==> src/rtl/seq_stage_ctrl.sv <==
// Stage sequencer for the multi-cycle Y86-64 SEQ core: walks one instruction
// through F/D/E/M/W/PC, owns the condition codes and cnd, tracks stat and
// counts retired instructions.
module seq_stage_ctrl #(
   parameter int unsigned CNT_W = 32
) (
   input  logic             clk,
   input  logic             rst,
   input  logic             start,
   input  logic [3:0]       icode,
   input  logic [3:0]       ifun,
   input  logic             instr_valid,
   input  logic             imem_error,
   input  logic             dmem_error,
   input  logic [63:0]      valE,
   input  logic             alu_overflow,
   output logic             f_en,
   output logic             d_en,
   output logic             e_en,
   output logic             m_en,
   output logic             w_en,
   output logic             pc_en,
   output logic             zf,
   output logic             sf,
   output logic             of,
   output logic             cnd,
   output logic [2:0]       stat,
   output logic             busy,
   output logic [CNT_W-1:0] instr_count
);

   typedef enum logic [2:0] {
      S_IDLE,
      S_FETCH,
      S_DECODE,
      S_EXECUTE,
      S_MEMORY,
      S_WRITEBACK,
      S_PCUPD,
      S_STOP
   } state_t;

   localparam logic [2:0] STAT_AOK = 3'd1;
   localparam logic [2:0] STAT_HLT = 3'd2;
   localparam logic [2:0] STAT_ADR = 3'd3;
   localparam logic [2:0] STAT_INS = 3'd4;

   localparam logic [3:0] IC_HALT = 4'h0;
   localparam logic [3:0] IC_CMOV = 4'h2;
   localparam logic [3:0] IC_OPQ  = 4'h6;
   localparam logic [3:0] IC_JXX  = 4'h7;

   state_t           state, state_nxt;
   logic             zf_nxt, sf_nxt, of_nxt, cnd_nxt;
   logic [2:0]       stat_nxt;
   logic [CNT_W-1:0] cnt_nxt;
   logic             cond_true;

   // Branch/cmov condition from the current (pre-update) condition codes
   always_comb begin
      cond_true = 1'b0;
      case (ifun)
         4'h0:    cond_true = 1'b1;
         4'h1:    cond_true = (sf ^ of) | zf;
         4'h2:    cond_true = sf ^ of;
         4'h3:    cond_true = zf;
         4'h4:    cond_true = ~zf;
         4'h5:    cond_true = ~(sf ^ of);
         4'h6:    cond_true = ~(sf ^ of) & ~zf;
         default: cond_true = 1'b0;
      endcase
   end

   // Next-state, architectural-state updates and Moore stage enables
   always_comb begin
      state_nxt = state;
      zf_nxt    = zf;
      sf_nxt    = sf;
      of_nxt    = of;
      cnd_nxt   = cnd;
      stat_nxt  = stat;
      cnt_nxt   = instr_count;
      f_en      = 1'b0;
      d_en      = 1'b0;
      e_en      = 1'b0;
      m_en      = 1'b0;
      w_en      = 1'b0;
      pc_en     = 1'b0;
      busy      = (state != S_IDLE) && (state != S_STOP);
      case (state)
         S_IDLE: begin
            if (start) state_nxt = S_FETCH;
         end
         S_FETCH: begin
            f_en = 1'b1;
            if (imem_error) begin
               stat_nxt  = STAT_ADR;
               state_nxt = S_STOP;
            end else if (!instr_valid) begin
               stat_nxt  = STAT_INS;
               state_nxt = S_STOP;
            end else if (icode == IC_HALT) begin
               stat_nxt  = STAT_HLT;
               cnt_nxt   = instr_count + CNT_W'(1);
               state_nxt = S_STOP;
            end else begin
               state_nxt = S_DECODE;
            end
         end
         S_DECODE: begin
            d_en      = 1'b1;
            state_nxt = S_EXECUTE;
         end
         S_EXECUTE: begin
            e_en    = 1'b1;
            cnd_nxt = ((icode == IC_CMOV) || (icode == IC_JXX)) ? cond_true : 1'b0;
            if (icode == IC_OPQ) begin
               zf_nxt = (valE == '0);
               sf_nxt = valE[63];
               of_nxt = alu_overflow;
            end
            state_nxt = S_MEMORY;
         end
         S_MEMORY: begin
            m_en = 1'b1;
            if (dmem_error) begin
               stat_nxt  = STAT_ADR;
               state_nxt = S_STOP;
            end else begin
               state_nxt = S_WRITEBACK;
            end
         end
         S_WRITEBACK: begin
            w_en      = 1'b1;
            state_nxt = S_PCUPD;
         end
         S_PCUPD: begin
            pc_en     = 1'b1;
            cnt_nxt   = instr_count + CNT_W'(1);
            state_nxt = S_FETCH;
         end
         S_STOP: begin
            state_nxt = S_STOP;
         end
         default: begin
            state_nxt = S_IDLE;
         end
      endcase
   end

   // State and architectural registers
   always_ff @(posedge clk or posedge rst) begin
      if (rst) begin
         state       <= S_IDLE;
         zf          <= 1'b1;
         sf          <= 1'b0;
         of          <= 1'b0;
         cnd         <= 1'b0;
         stat        <= STAT_AOK;
         instr_count <= '0;
      end else begin
         state       <= state_nxt;
         zf          <= zf_nxt;
         sf          <= sf_nxt;
         of          <= of_nxt;
         cnd         <= cnd_nxt;
         stat        <= stat_nxt;
         instr_count <= cnt_nxt;
      end
   end

endmodule

==> config.mk <==
export PLATFORM = sky130hd
export DESIGN_NAME = seq_stage_ctrl
export DESIGN_NICKNAME = d
export VERILOG_FILES = /design/src/rtl/seq_stage_ctrl.sv
export SDC_FILE = /design/constraint.sdc
export NUM_CORES = 1
export LEC_CHECK = 0
export BUFFER_PORTS_ARGS = -buffer_cell sky130_fd_sc_hd__buf_2
export CAP_MARGIN = 0
export CORE_ASPECT_RATIO = 0.75
export CORE_MARGIN = 5
export CORE_UTILIZATION = 44
export CTS_CLUSTER_DIAMETER = 40
export DETAILED_ROUTE_END_ITERATION = 12
export PLACE_DENSITY = 0.8
export SLEW_MARGIN = 0
export SYNTH_ARGS = -nofsm -noshare
export SYNTH_HDL_FRONTEND = slang
export SYNTH_SLANG_ARGS = --single-unit
export TNS_END_PERCENT = 1
==> constraint.sdc <==
create_clock -name clk -period 2.2 [get_ports clk]
set_clock_uncertainty 0.05 [all_clocks]
set_input_delay 0.11 -clock clk [delete_from_list [all_inputs] [get_ports clk]]
set_output_delay 0.11 -clock clk [all_outputs]
set_load 0.005 [all_outputs]
[Word level (Yosys, flattened, before mapping)]
Index checks and enable logic that the tools add are counted.
Word-level totals
  register bits: 42
  input port bits: 79
  output and inout bits: 46
  word-level logic and storage cells: 71
Operators by class
  add/sub/neg operators: 1
  equality and inequality tests: 23
  muxes and demuxes: 23
  bitwise operators: 5
  reduce and logical (&&, ||, !) cells: 12
Operator list (count)
  two-way mux 32 bit: 3
  zero test 64 bit: 1
  case mux 32 bit (2 select lines): 1
  adder 32 x 1 -> 32 bit (second input constant): 1
  two-way mux 3 bit: 8
  case mux 3 bit (8 select lines): 1
  == test 4 x 3 -> 1 bit (second input constant): 5
  == test 3 bit (second input constant): 4
  == test 4 x 2 -> 1 bit (second input constant): 3
  != test 2 bit (second input constant): 5
  zero test 4 bit: 2
  two-way mux 1 bit: 7
  case mux 1 bit (7 select lines): 1
  == test 3 x 2 -> 1 bit (second input constant): 2
  case mux 3 bit (2 select lines): 1
  == test 4 x 1 -> 1 bit (second input constant): 1
  != test 4 bit (second input constant): 1
  AND reduction 4 bit: 1
  nonzero test 2 bit: 2
  == test 3 x 1 -> 1 bit (second input constant): 1
  zero test 3 bit: 1
  != test 3 bit (second input constant): 1
  AND reduction 3 bit: 1
  nonzero test 3 bit: 1
  other kinds (8): 9

[Depth between registers and ports, before layout]
Gate-level depths: netlist of the first run.
  depth in word-level cells: 5
  mapped depth: 7
  depth with buffers taken out: 6

[Worst setup path before layout of the first run]
OpenSTA, ideal clock, no wires.
  path kind: register to register
  start: reg instr_count[2]
  end: reg instr_count[14]
  library setup time: 123 ps
  arrival: 1514 ps
  required time: 2027 ps
  setup slack: 513 ps
  cell stages (with the launch flop): 6
  buffers on the path: 0
  period minus slack after synthesis: 1687 ps
  cell sequence: dfrtp_1 -> and4_4 -> and4_4 -> nand4_2 -> or3_1 -> xnor2_1
Between the ends
  cells in the longest elaborated chain, start to end: 5
Ends and longest elaborated chain
  start, declared: RTL line 29  | output logic [CNT_W-1:0] instr_count
  start signal, assigned: RTL line 168  | instr_count <= cnt_nxt;
  adder 32 x 1 -> 32 bit *: RTL line 104, 139
  two-way mux 32 bit: RTL line 102  | end else if (icode == IC_HALT) begin
  two-way mux 32 bit: RTL line 99  | end else if (!instr_valid) begin
  two-way mux 32 bit: RTL line 96  | if (imem_error) begin
  case mux 32 bit (2 select lines) *: RTL line 90  | case (state)
Mark *: on every way between the ends. The rest lies on a longest branch, timed or not. The select of a mux whose other input is x is not followed.
A chain may end at the register's enable or synchronous reset.

[Worst setup path in the final report of the first run]
  start: reg state[1]
  end: reg instr_count[24]
Between the ends
  cells in the longest elaborated chain, start to end: 3
  elaborated cells on any way between the ends: 8
  those cells by class: eq/ne: 5; mux: 1; reduce/logical: 2
Ends and longest elaborated chain
  start, declared: RTL line 53  | state_t state, state_nxt;
  start signal, assigned: RTL line 162  | state <= state_nxt;
  == test 3 x 1 -> 1 bit or == test 3 bit (tied branches): RTL line 90
  != test 2 bit (no source line) or nonzero test 2 bit (tied branches)
  AND reduction 4 bit (no source line)
Parallel ways exist; a longest one is shown, timed or not.

==> results of run 1 <==
## cell families (layout without fill, tap and decap cells)
family,count (synthesis),after routing
AO/OA/AOI/OAI,16,16
XOR/XNOR,33,33
adder cells (fa/ha/maj),1,1
multiplexers,6,6
buffers and inverters,11,145
AND/OR/NAND/NOR,109,109
flip-flops,42,42
## cells in the mapped netlist, drive strengths merged (5+ instances only)
cell type | n | area, um^2
dfrtp | 40 | 1000
nor4 | 21 | 146
xnor2 | 18 | 158
nor2 | 17 | 63.8
nand2 | 16 | 60.1
nand3 | 15 | 105
xor2 | 15 | 131
nand4 | 10 | 68.8
inv | 9 | 33.8
nor3 | 8 | 40.0
and4 | 5 | 48.8
mux2 | 5 | 56.3
o21ai | 5 | 25.0
## per-stage QoR
step	total power [uW]	utilization, %	hold slack [ps]	worst slack, ps
2_1_floorplan	1440	-	210	513
3_3_place_gp	1720	60.2	217	435
3_5_place_dp	1750	60.2	224	339
4_1_cts	2360	62.6	13.2	319
5_1_grt	2480	62.6	16.7	158
6_report	2340	62.6	18.1	318
## per-layer routing
metal	vias up	part of all wire, %	wire length (um)
met5	-	0	0
met4	0	0.55	34
met3	4	7.0	431
met2	90	50	3040
met1	999	43	2630
li1	1065	-	-
## flip-flops by register name (all words and copies together), names as in the netlist
register and count:
sf 1, cnd 1, instr_count 32, of 1, state 3, stat 3, zf 1
## power breakdown
group | internal [uW] | switching [uW] | leakage, uW
registers | 895 | 134 | 0.000544
clock network | 339 | 267 | 0.0000514
logic | 366 | 341 | 0.000982
## worst max path at each step
stage / startpoint / endpoint / slack, ps / cells past startpoint
final: state[1] / instr_count[24] / 320 / 5
after CTS: state[1] / instr_count[24] / 320 / 5
after floorplan: instr_count[2] / instr_count[14] / 510 / 5
after global routing: state[1] / instr_count[24] / 160 / 5
after global placement: state[1] / instr_count[14] / 430 / 5
after detailed placement: state[1] / instr_count[14] / 340 / 5
## what timing repair did
action                                 4_1_cts  5_1_grt
buffers inserted                             0        0
endpoints found under the hold margin       40        0
hold buffers                                 1        0
## final cells by class
class                           instances  area share (%)
Multi-Input combinational cell        165            37.2
Inverter                                9            1.10
Clock inverter                          2            1.22
Timing Repair Buffer                  128            21.3
Clock buffer                            6            2.37
Sequential cell                        42            34.3
Tap cell                               60            2.45
==> impl_results.md, run 1 <==
* Outcome: finished clean
* DR vias/cell at 5.24
* Finished Cell Area at 0.00307 mm^2
* Max Fclk at 0.531 GHz
* Vias at 2158
* DP Area at 0.00295 mm^2
* R2r setup slk at 320 ps
* Least-Margin Pin Slew at 523 ps
* Share of layout cells above drive strength 1 at 44.0%
* DRC at 0
* Initial antenna violation count at 0
* Core Area at 0.00490 mm^2
* Vias in the first global route at 2197
* Top cell family by delay on the critical path: simple AND/OR/NAND/NOR gates
* Crit-path slowest cell: dfrtp_1
* ANT cells at 0
* Synth Area in Simple Gates at 29.6%
* Synth unique cells at 44
* Multi-input combinational cell area at 0.00114 mm^2
* Pwr dens at 763 mW/mm^2
* CP Max Fanout at 12
* Htree depth at 2
* DRT iter0 DRCs at 95
* Hold depth at 2
* CP max stage delay at 500 ps
* Final worst path period share at 85.6%
* Final Hold Fails at 0
* Yosys warning count at 0
* Max-cap violations at 0
* Clock sink count at 42
* Root buffer cell: clkbuf_8
* Syn Inst Count at 218
* Routability cong. at 0.767
* Post-Route WL at 6140 um
* VDD IR max at 0.319 mV
* Met2 Track Usage GR at 33.0%
* Hold Path Class: in -> reg
* Row cnt at 22
* Chip width at 92.4 um
* Minimum clock period at 1880 ps
* Critical path buffer and inverter count at 0
* Most used DFF post-synth: dfrtp_1
* Die Footprint at 0.00663 mm^2
* Final setup TNS at 0 ps
* Clock Latency Late Sink at 290 ps
* Slew Viols, Final at 0
* Synth Area in Compound Gates at 4.97%
* # IOs at 125
* Required @ worst endpoint at 2360 ps
* Commonest non-fill, non-tap cells in the layout: 124 x buf_2, 40 x dfrtp_1, 20 x nor4_1, 18 x xnor2_1, 17 x nor2_1
* Initial core utilization at 45.7%
* Finished Layout Cells at 412
* Largest net degree at the start of global routing at 43
* CTS max path bufs at 2
* Clock-pin transition on the worst setup and hold timing paths at 80 ps
* Reg2reg end: instr_count[24]
* R2R cell count at 5
* Final Net Count at 431
* Post-Synth XOR/XNOR Area at 12.9%
* First-pass detailed-route iteration total at 4
* WP data arrival at 2040 ps
* Synthesized area per cell at 10.3 um^2
* Tot GR Track Use at 18.5%
* Inserted Clock Buffers at 5
* Global routing's busiest layer: met2
* Layout Area Growth over Synthesis at 37.1%
* Placed Cells at 403
* Post-synthesis mux area share at 2.96%
* Hold Crit Start: valE[63]
* CP endpoint kind: flop
* PostCTS Resize Cnt at 0
* Global-route wire length before repair at 9920 um
* P_leak at 0.00158 uW
* Post-synthesis adder-cell area fraction at 0.559%
* Setup repair after global routing missed its margin: false
* Crit path kind: reg -> reg
* Mapped Area at 0.00224 mm^2
* Met1 Track Usage GR at 22.8%
* Largest family of logic cells by synthesized area: simple AND/OR/NAND/NOR gates
* Element type at the critical path start: flop
* # fillers at 434
* Die height at 71.8 um
* Post-synthesis sequential area ratio at 47.1%
* CP Cell Sequence: nor3b_2 > a21o_4 > nand3_4 > nor4_1 > xor2_1
* Yosys reg bits at 42
* Global routing met3 resource utilization at 5.25%
* Post-DP HPWL at 5100 um
* EDFF count, synth at 0
* Avg WL per Cell at 14.9 um
* Beginning of the worst register-to-register path: state[1]
* # port buffers at 124
* Synth async-reset ratio at 100%
* Commonest non-fill, non-tap cell in the layout: buf_2
* Final ANT Viol Nets at 0
* Setup Viol. Count Final at 0
* Hold Path End: sf
* Reg area at 0.00105 mm^2
* Synth Net Count at 298
* Max-Slew Margin vs Limit at 65.1%
* TritonCTS clock tree: done
* Grt ovf at 0
Power figures use the tool's default switching activity.
==> inputs of run 2 (changes only) <==
- MAX_ROUTING_LAYER: default -> met4
==> run 2 against run 1 <==
Effect of this change:
- worst hold slack is essentially flat
- utilization is the same
- sequential share of layout area is the same
- combinational power is essentially flat
- flip-flop and latch count is the same
- non-clock buffer count is the same
- final area is the same
- register-to-register slack is essentially flat
- cell count is the same
- fmax is essentially flat
- sequential power is essentially flat
- critical endpoint unchanged
- largest cell class unchanged
- largest power group unchanged
- highest routed layer unchanged
==> impl_results.md, run 2 (synthesis gave the netlist of run 1 again) <==
* Outcome: finished clean (unchanged)
* ANT cells at 0 (unchanged)
* Initial antenna violation count at 0 (unchanged)
* Max FFs per register at 32 (unchanged)
* CP Max Fanout at 12 (unchanged)
* Reg2reg end: instr_count[24] (unchanged)
* WP data arrival at 2040 ps (about the same)
* Max-cap violations at 0 (unchanged)
* Htree depth at 2 (unchanged)
* Commonest non-fill, non-tap cells in the layout: 124 x buf_2, 40 x dfrtp_1, 20 x nor4_1, 18 x xnor2_1, 17 x nor2_1 (unchanged)
* Required @ worst endpoint at 2360 ps (about the same)
* Crit path from: state[1] (unchanged)
* Least-Margin Pin Slew at 525 ps (was 523 ps)
* # IOs at 125 (unchanged)
* Final ANT Viol Nets at 0 (unchanged)
* Clock sink count at 42 (unchanged)
* Routability cong. at 0.778 (was 0.767)
* Critical Path End: instr_count[24] (unchanged)
* Placed Cells at 403 (unchanged)
* First-pass detailed-route iteration total at 5 (was 4)
* Regs by FF count: instr_count x32, stat x3, state x3 (unchanged)
* Final Hold Fails at 0 (unchanged)
* Post-Route WL at 6140 um (about the same)
* Share of layout cells above drive strength 1 at 44.0% (unchanged)
* R2R cell count at 5 (unchanged)
* Post-DP HPWL at 5100 um (unchanged)
* Pwr dens at 764 mW/mm^2 (was 763 mW/mm^2)
* Root buffer cell: clkbuf_8 (unchanged)
* Overall Power at 2340 uW (about the same)
* Max Fclk at 0.531 GHz (about the same)
* Minimum clock period at 1880 ps (about the same)
* DR vias/cell at 5.20 (was 5.24)
* Final worst path period share at 85.6% (about the same)
* DRT iter0 DRCs at 77 (was 95)
* Beginning of the worst register-to-register path: state[1] (unchanged)
* Die Footprint at 0.00663 mm^2 (unchanged)
* P_leak at 0.00158 uW (unchanged)
* Core Area at 0.00490 mm^2 (unchanged)
* # port buffers at 124 (unchanged)
* Largest register by flop count: instr_count (unchanged)
* Post-CTS Setup Bufs at 0 (unchanged)
* Crit path kind: reg -> reg (unchanged)
* Vias in the first global route at 2194 (was 2197)
* R2r setup slk at 320 ps (about the same)
* Avg WL per Cell at 14.9 um (about the same)
* Max-Slew Margin vs Limit at 65.0% (was 65.1%)
* DRC at 0 (unchanged)
* Final worst-path setup slack at 318 ps (about the same)
* Finished Layout Cells at 412 (unchanged)
* Row cnt at 22 (unchanged)
* Inserted Clock Buffers at 5 (unchanged)
* Slew Viols, Final at 0 (unchanged)
* CTS max path bufs at 2 (unchanged)
* TritonCTS clock tree: done (unchanged)
* Tot GR Track Use at 19.0% (was 18.5%)
* Hold Path Class: in -> reg (unchanged)
* Clock-pin transition on the worst setup and hold timing paths at 80 ps (about the same)
* Global-route wire length before repair at 9940 um (was 9920 um)
* CP endpoint kind: flop (unchanged)
* Die height at 71.8 um (unchanged)
* Final setup TNS at 0 ps (unchanged)
* Chip width at 92.4 um (unchanged)
* Element type at the critical path start: flop (unchanged)
* Final Net Count at 431 (unchanged)
* Grt ovf at 0 (unchanged)
* Setup Viol. Count Final at 0 (unchanged)
* Pre-CTS WS at 339 ps (unchanged)
* Commonest non-fill, non-tap cell in the layout: buf_2 (unchanged)
* VDD IR max at 0.321 mV (was 0.319 mV)
* Clock Latency Late Sink at 300 ps (was 290 ps)
* Largest net degree at the start of global routing at 43 (unchanged)
* Initial core utilization at 45.7% (unchanged)
* Vias at 2142 (was 2158)
* Layout Area Growth over Synthesis at 37.1% (unchanged)
* Setup repair after global routing missed its margin: false (unchanged)
==> run 2: cell counts in the layout (fill, tap and decap cells not counted) <==
No cell type changed its count.
==> run 2: layout make-up <==
cell class,instances,area [um^2]
clock buffers,6,72.6
clock inverters,2,37.5
fillers,434,1830
inverters,9,33.8
multi-input cells,165,1140
flip-flops and latches,42,1050
well taps,60,75.1
repair buffers,128,653
==> run 2: power breakdown <==
part           internal [uW]  switching [uW]  leakage (uW)  total, uW
combinational            366             341      0.000982        707
clock                    339             267     0.0000514        605
sequential               895             136      0.000544       1030
==> run 2: worst min path at each step <==
stage / start / to / cells past startpoint
global placement: rst / sf / 3
global route: alu_overflow / of / 2
floorplan: alu_overflow / of / 1
CTS: valE[63] / sf / 2
detailed placement: rst / instr_count[24] / 3
finish: valE[63] / sf / 2
==> run 2: what timing repair did <==
action / 4_1_cts / 5_1_grt
hold endpoints to repair: 40 / 0
resized for setup: 0 / 0
hold buffers: 1 / 0
==> run 2: worst max-delay path: stages (launching register included) <==
cell     delay (ps)
dfrtp_1         500
nor3b_2         350
a21o_4          230
nand3_4         130
nor4_1          350
xor2_1          190
==> run 2: per-stage QoR <==
stage / hold slack (ps) / instance area (um^2) / utilization [%]
floorplan: 210 / 2240 / -
global placement: 217 / 2950 / 60.2
detailed placement: 224 / 2950 / 60.2
CTS: 13.2 / 3070 / 62.6
global route: 16.7 / 3070 / 62.6
finish: 17.9 / 3070 / 62.6
==> run 2: metal layers <==
layer  global-route usage, %  vias to the layer above  wire length (um)
met1                    23.5                      997              2710
met2                    33.0                       77              3020
met4                    2.47                        0                30
met5                       -                        -                 0
met3                    4.30                        4               378
li1                        -                     1064                 -
==> inputs of run 3 (changes only) <==
- HOLD_SLACK_MARGIN: default -> 0.06
==> run 3 against run 2 <==
Effect of this change:
- global-route usage increased by 0.12 points
- sequential share of layout area is 0.33 points lower
- sequential power is essentially flat
- fmax about the same
- non-clock buffer count is 3 higher
- cell count is 0.73% higher
- total power rose by 0.22%
- clock power about the same
- critical path depth unchanged
==> impl_results.md, run 3 (synthesis gave the netlist of run 1 again) <==
* Global-route wire length before repair at 10000 um (was 9940 um)
* Crit path kind: reg -> reg (unchanged)
* WP data arrival at 2040 ps (about the same)
* CTS max path bufs at 2 (unchanged)
* Tot GR Track Use at 19.2% (was 19.0%)
* Element type at the critical path start: flop (unchanged)
* Minimum clock period at 1880 ps (about the same)
* Max FFs per register at 32 (unchanged)
* First-pass detailed-route iteration total at 5 (unchanged)
* Layout Area Growth over Synthesis at 38.4% (was 37.1%)
* Outcome: finished clean (unchanged)
* Avg WL per Cell at 14.9 um (about the same)
* Required @ worst endpoint at 2360 ps (about the same)
* Final Net Count at 434 (was 431)
* Post-DP HPWL at 5100 um (unchanged)
* DR vias/cell at 5.21 (was 5.20)
* Clock Latency Late Sink at 300 ps (about the same)
* Clock sink count at 42 (unchanged)
* Final core occ at 63.2% (was 62.6%)
* Initial core utilization at 45.7% (unchanged)
* Htree depth at 2 (unchanged)
* Hold Crit Start: instr_valid (was valE[63])
* Pwr dens at 758 mW/mm^2 (was 764 mW/mm^2)
* # IOs at 125 (unchanged)
* Commonest non-fill, non-tap cells in the layout: 124 x buf_2, 40 x dfrtp_1, 20 x nor4_1, 18 x xnor2_1, 17 x nor2_1 (unchanged)
* P_leak at 0.00159 uW (was 0.00158 uW)
* Clock-pin transition on the worst setup and hold timing paths at 80 ps (about the same)
* Hold depth at 3 (was 2)
* Least-Margin Pin Slew at 524 ps (was 525 ps)
* Regs by FF count: instr_count x32, stat x3, state x3 (unchanged)
* Share of layout cells above drive strength 1 at 43.7% (was 44.0%)
* TritonCTS clock tree: done (unchanged)
* Setup Viol. Count Final at 0 (unchanged)
* Grt ovf at 0 (unchanged)
* Commonest non-fill, non-tap cell in the layout: buf_2 (unchanged)
* DRT iter0 DRCs at 89 (was 77)
* Initial antenna violation count at 0 (unchanged)
* VDD IR max at 0.321 mV (about the same)
* # fillers at 434 (unchanged)
* Largest register by flop count: instr_count (unchanged)
* Vias in the first global route at 2229 (was 2194)
* Final ANT Viol Nets at 0 (unchanged)
* Beginning of the worst register-to-register path: state[1] (unchanged)
* Inserted Clock Buffers at 5 (unchanged)
* Core Area at 0.00490 mm^2 (unchanged)
* Root buffer cell: clkbuf_8 (unchanged)
* Setup repair after global routing missed its margin: false (unchanged)
* Final Hold Fails at 0 (unchanged)
* Max Fclk at 0.532 GHz (was 0.531 GHz)
* ANT cells at 0 (unchanged)
* Chip width at 92.4 um (unchanged)
* Post-Route WL at 6160 um (was 6140 um)
* Die height at 71.8 um (unchanged)
* Hold Path Class: in -> reg (unchanged)
* Vias at 2161 (was 2142)
* Slew Viols, Final at 0 (unchanged)
* Max-Slew Margin vs Limit at 65.1% (was 65.0%)
* Routability cong. at 0.778 (unchanged)
* CP endpoint kind: flop (unchanged)
* R2r setup slk at 320 ps (about the same)
* Largest net degree at the start of global routing at 43 (unchanged)
* Die Footprint at 0.00663 mm^2 (unchanged)
* Final setup TNS at 0 ps (unchanged)
* CP Max Fanout at 12 (unchanged)
* Hold Path End: stat[1] (was sf)
* Max-cap violations at 0 (unchanged)
* # port buffers at 124 (unchanged)
* R2R cell count at 5 (unchanged)
* Reg2reg end: instr_count[24] (unchanged)
* DRC at 0 (unchanged)
* Final worst path period share at 85.5% (was 85.6%)
* Row cnt at 22 (unchanged)
-- run 3: worst max path at each step --
stage | start | end | slack [ps] | cells after the start
after floorplan | instr_count[2] | instr_count[14] | 510 | 5
after global placement | state[1] | instr_count[14] | 430 | 5
after detailed placement | state[1] | instr_count[14] | 340 | 5
after CTS | state[1] | instr_count[24] | 320 | 5
after global routing | state[1] | instr_count[24] | 160 | 5
final | state[1] | instr_count[24] | 320 | 5
-- run 3: power breakdown --
part / switching [uW] / total, uW / internal (uW)
Sequential: 136 / 1030 / 895
Combinational: 342 / 712 / 370
Clock: 268 / 606 / 339
Total: 745 / 2350 / 1600
-- run 3: what timing repair did --
item,4_1_cts,5_1_grt
hold buffers,4,0
resized for setup,0,0
endpoints found under the hold margin,43,0
buffers inserted,0,0
-- run 3: routing by layer --
metal / wire [um] / up-vias / GRT usage [%]
met5: 0 / - / -
li1: - / 1069 / -
met1: 2700 / 1006 / 23.5
met2: 3030 / 80 / 33.2
met4: 59 / 0 / 3.29
met3: 367 / 6 / 4.09
-- run 3: final cells by class --
type,instances,area [um^2],share of cell area [%]
flip-flops and latches,42,1050,34.0
inverters,9,33.8,1.09
clock buffers,6,72.6,2.34
multi-input cells,165,1140,36.9
well taps,60,75.1,2.42
clock inverters,2,37.5,1.21
repair buffers,131,683,22.1
-- run 3: through the flow --
stage                     hold WS [ps]  setup WS (ps)  cells  cell area (um^2)  total power (uW)
after CTS                         70.9            319    415              3100              2370
after detailed placement           224            339    403              2950              1750
final                             69.6            319    415              3100              2350
after global routing              95.4            158    415              3100              2480
after global placement             217            435    403              2950              1720
after floorplan                    210            513    218              2240              1440
-- run 3: worst max-delay path: stages, from the launching register on --
cell	delay, ps
dfrtp_1	500
nor3b_2	350
a21o_4	230
nand3_4	130
nor4_1	350
xor2_1	190
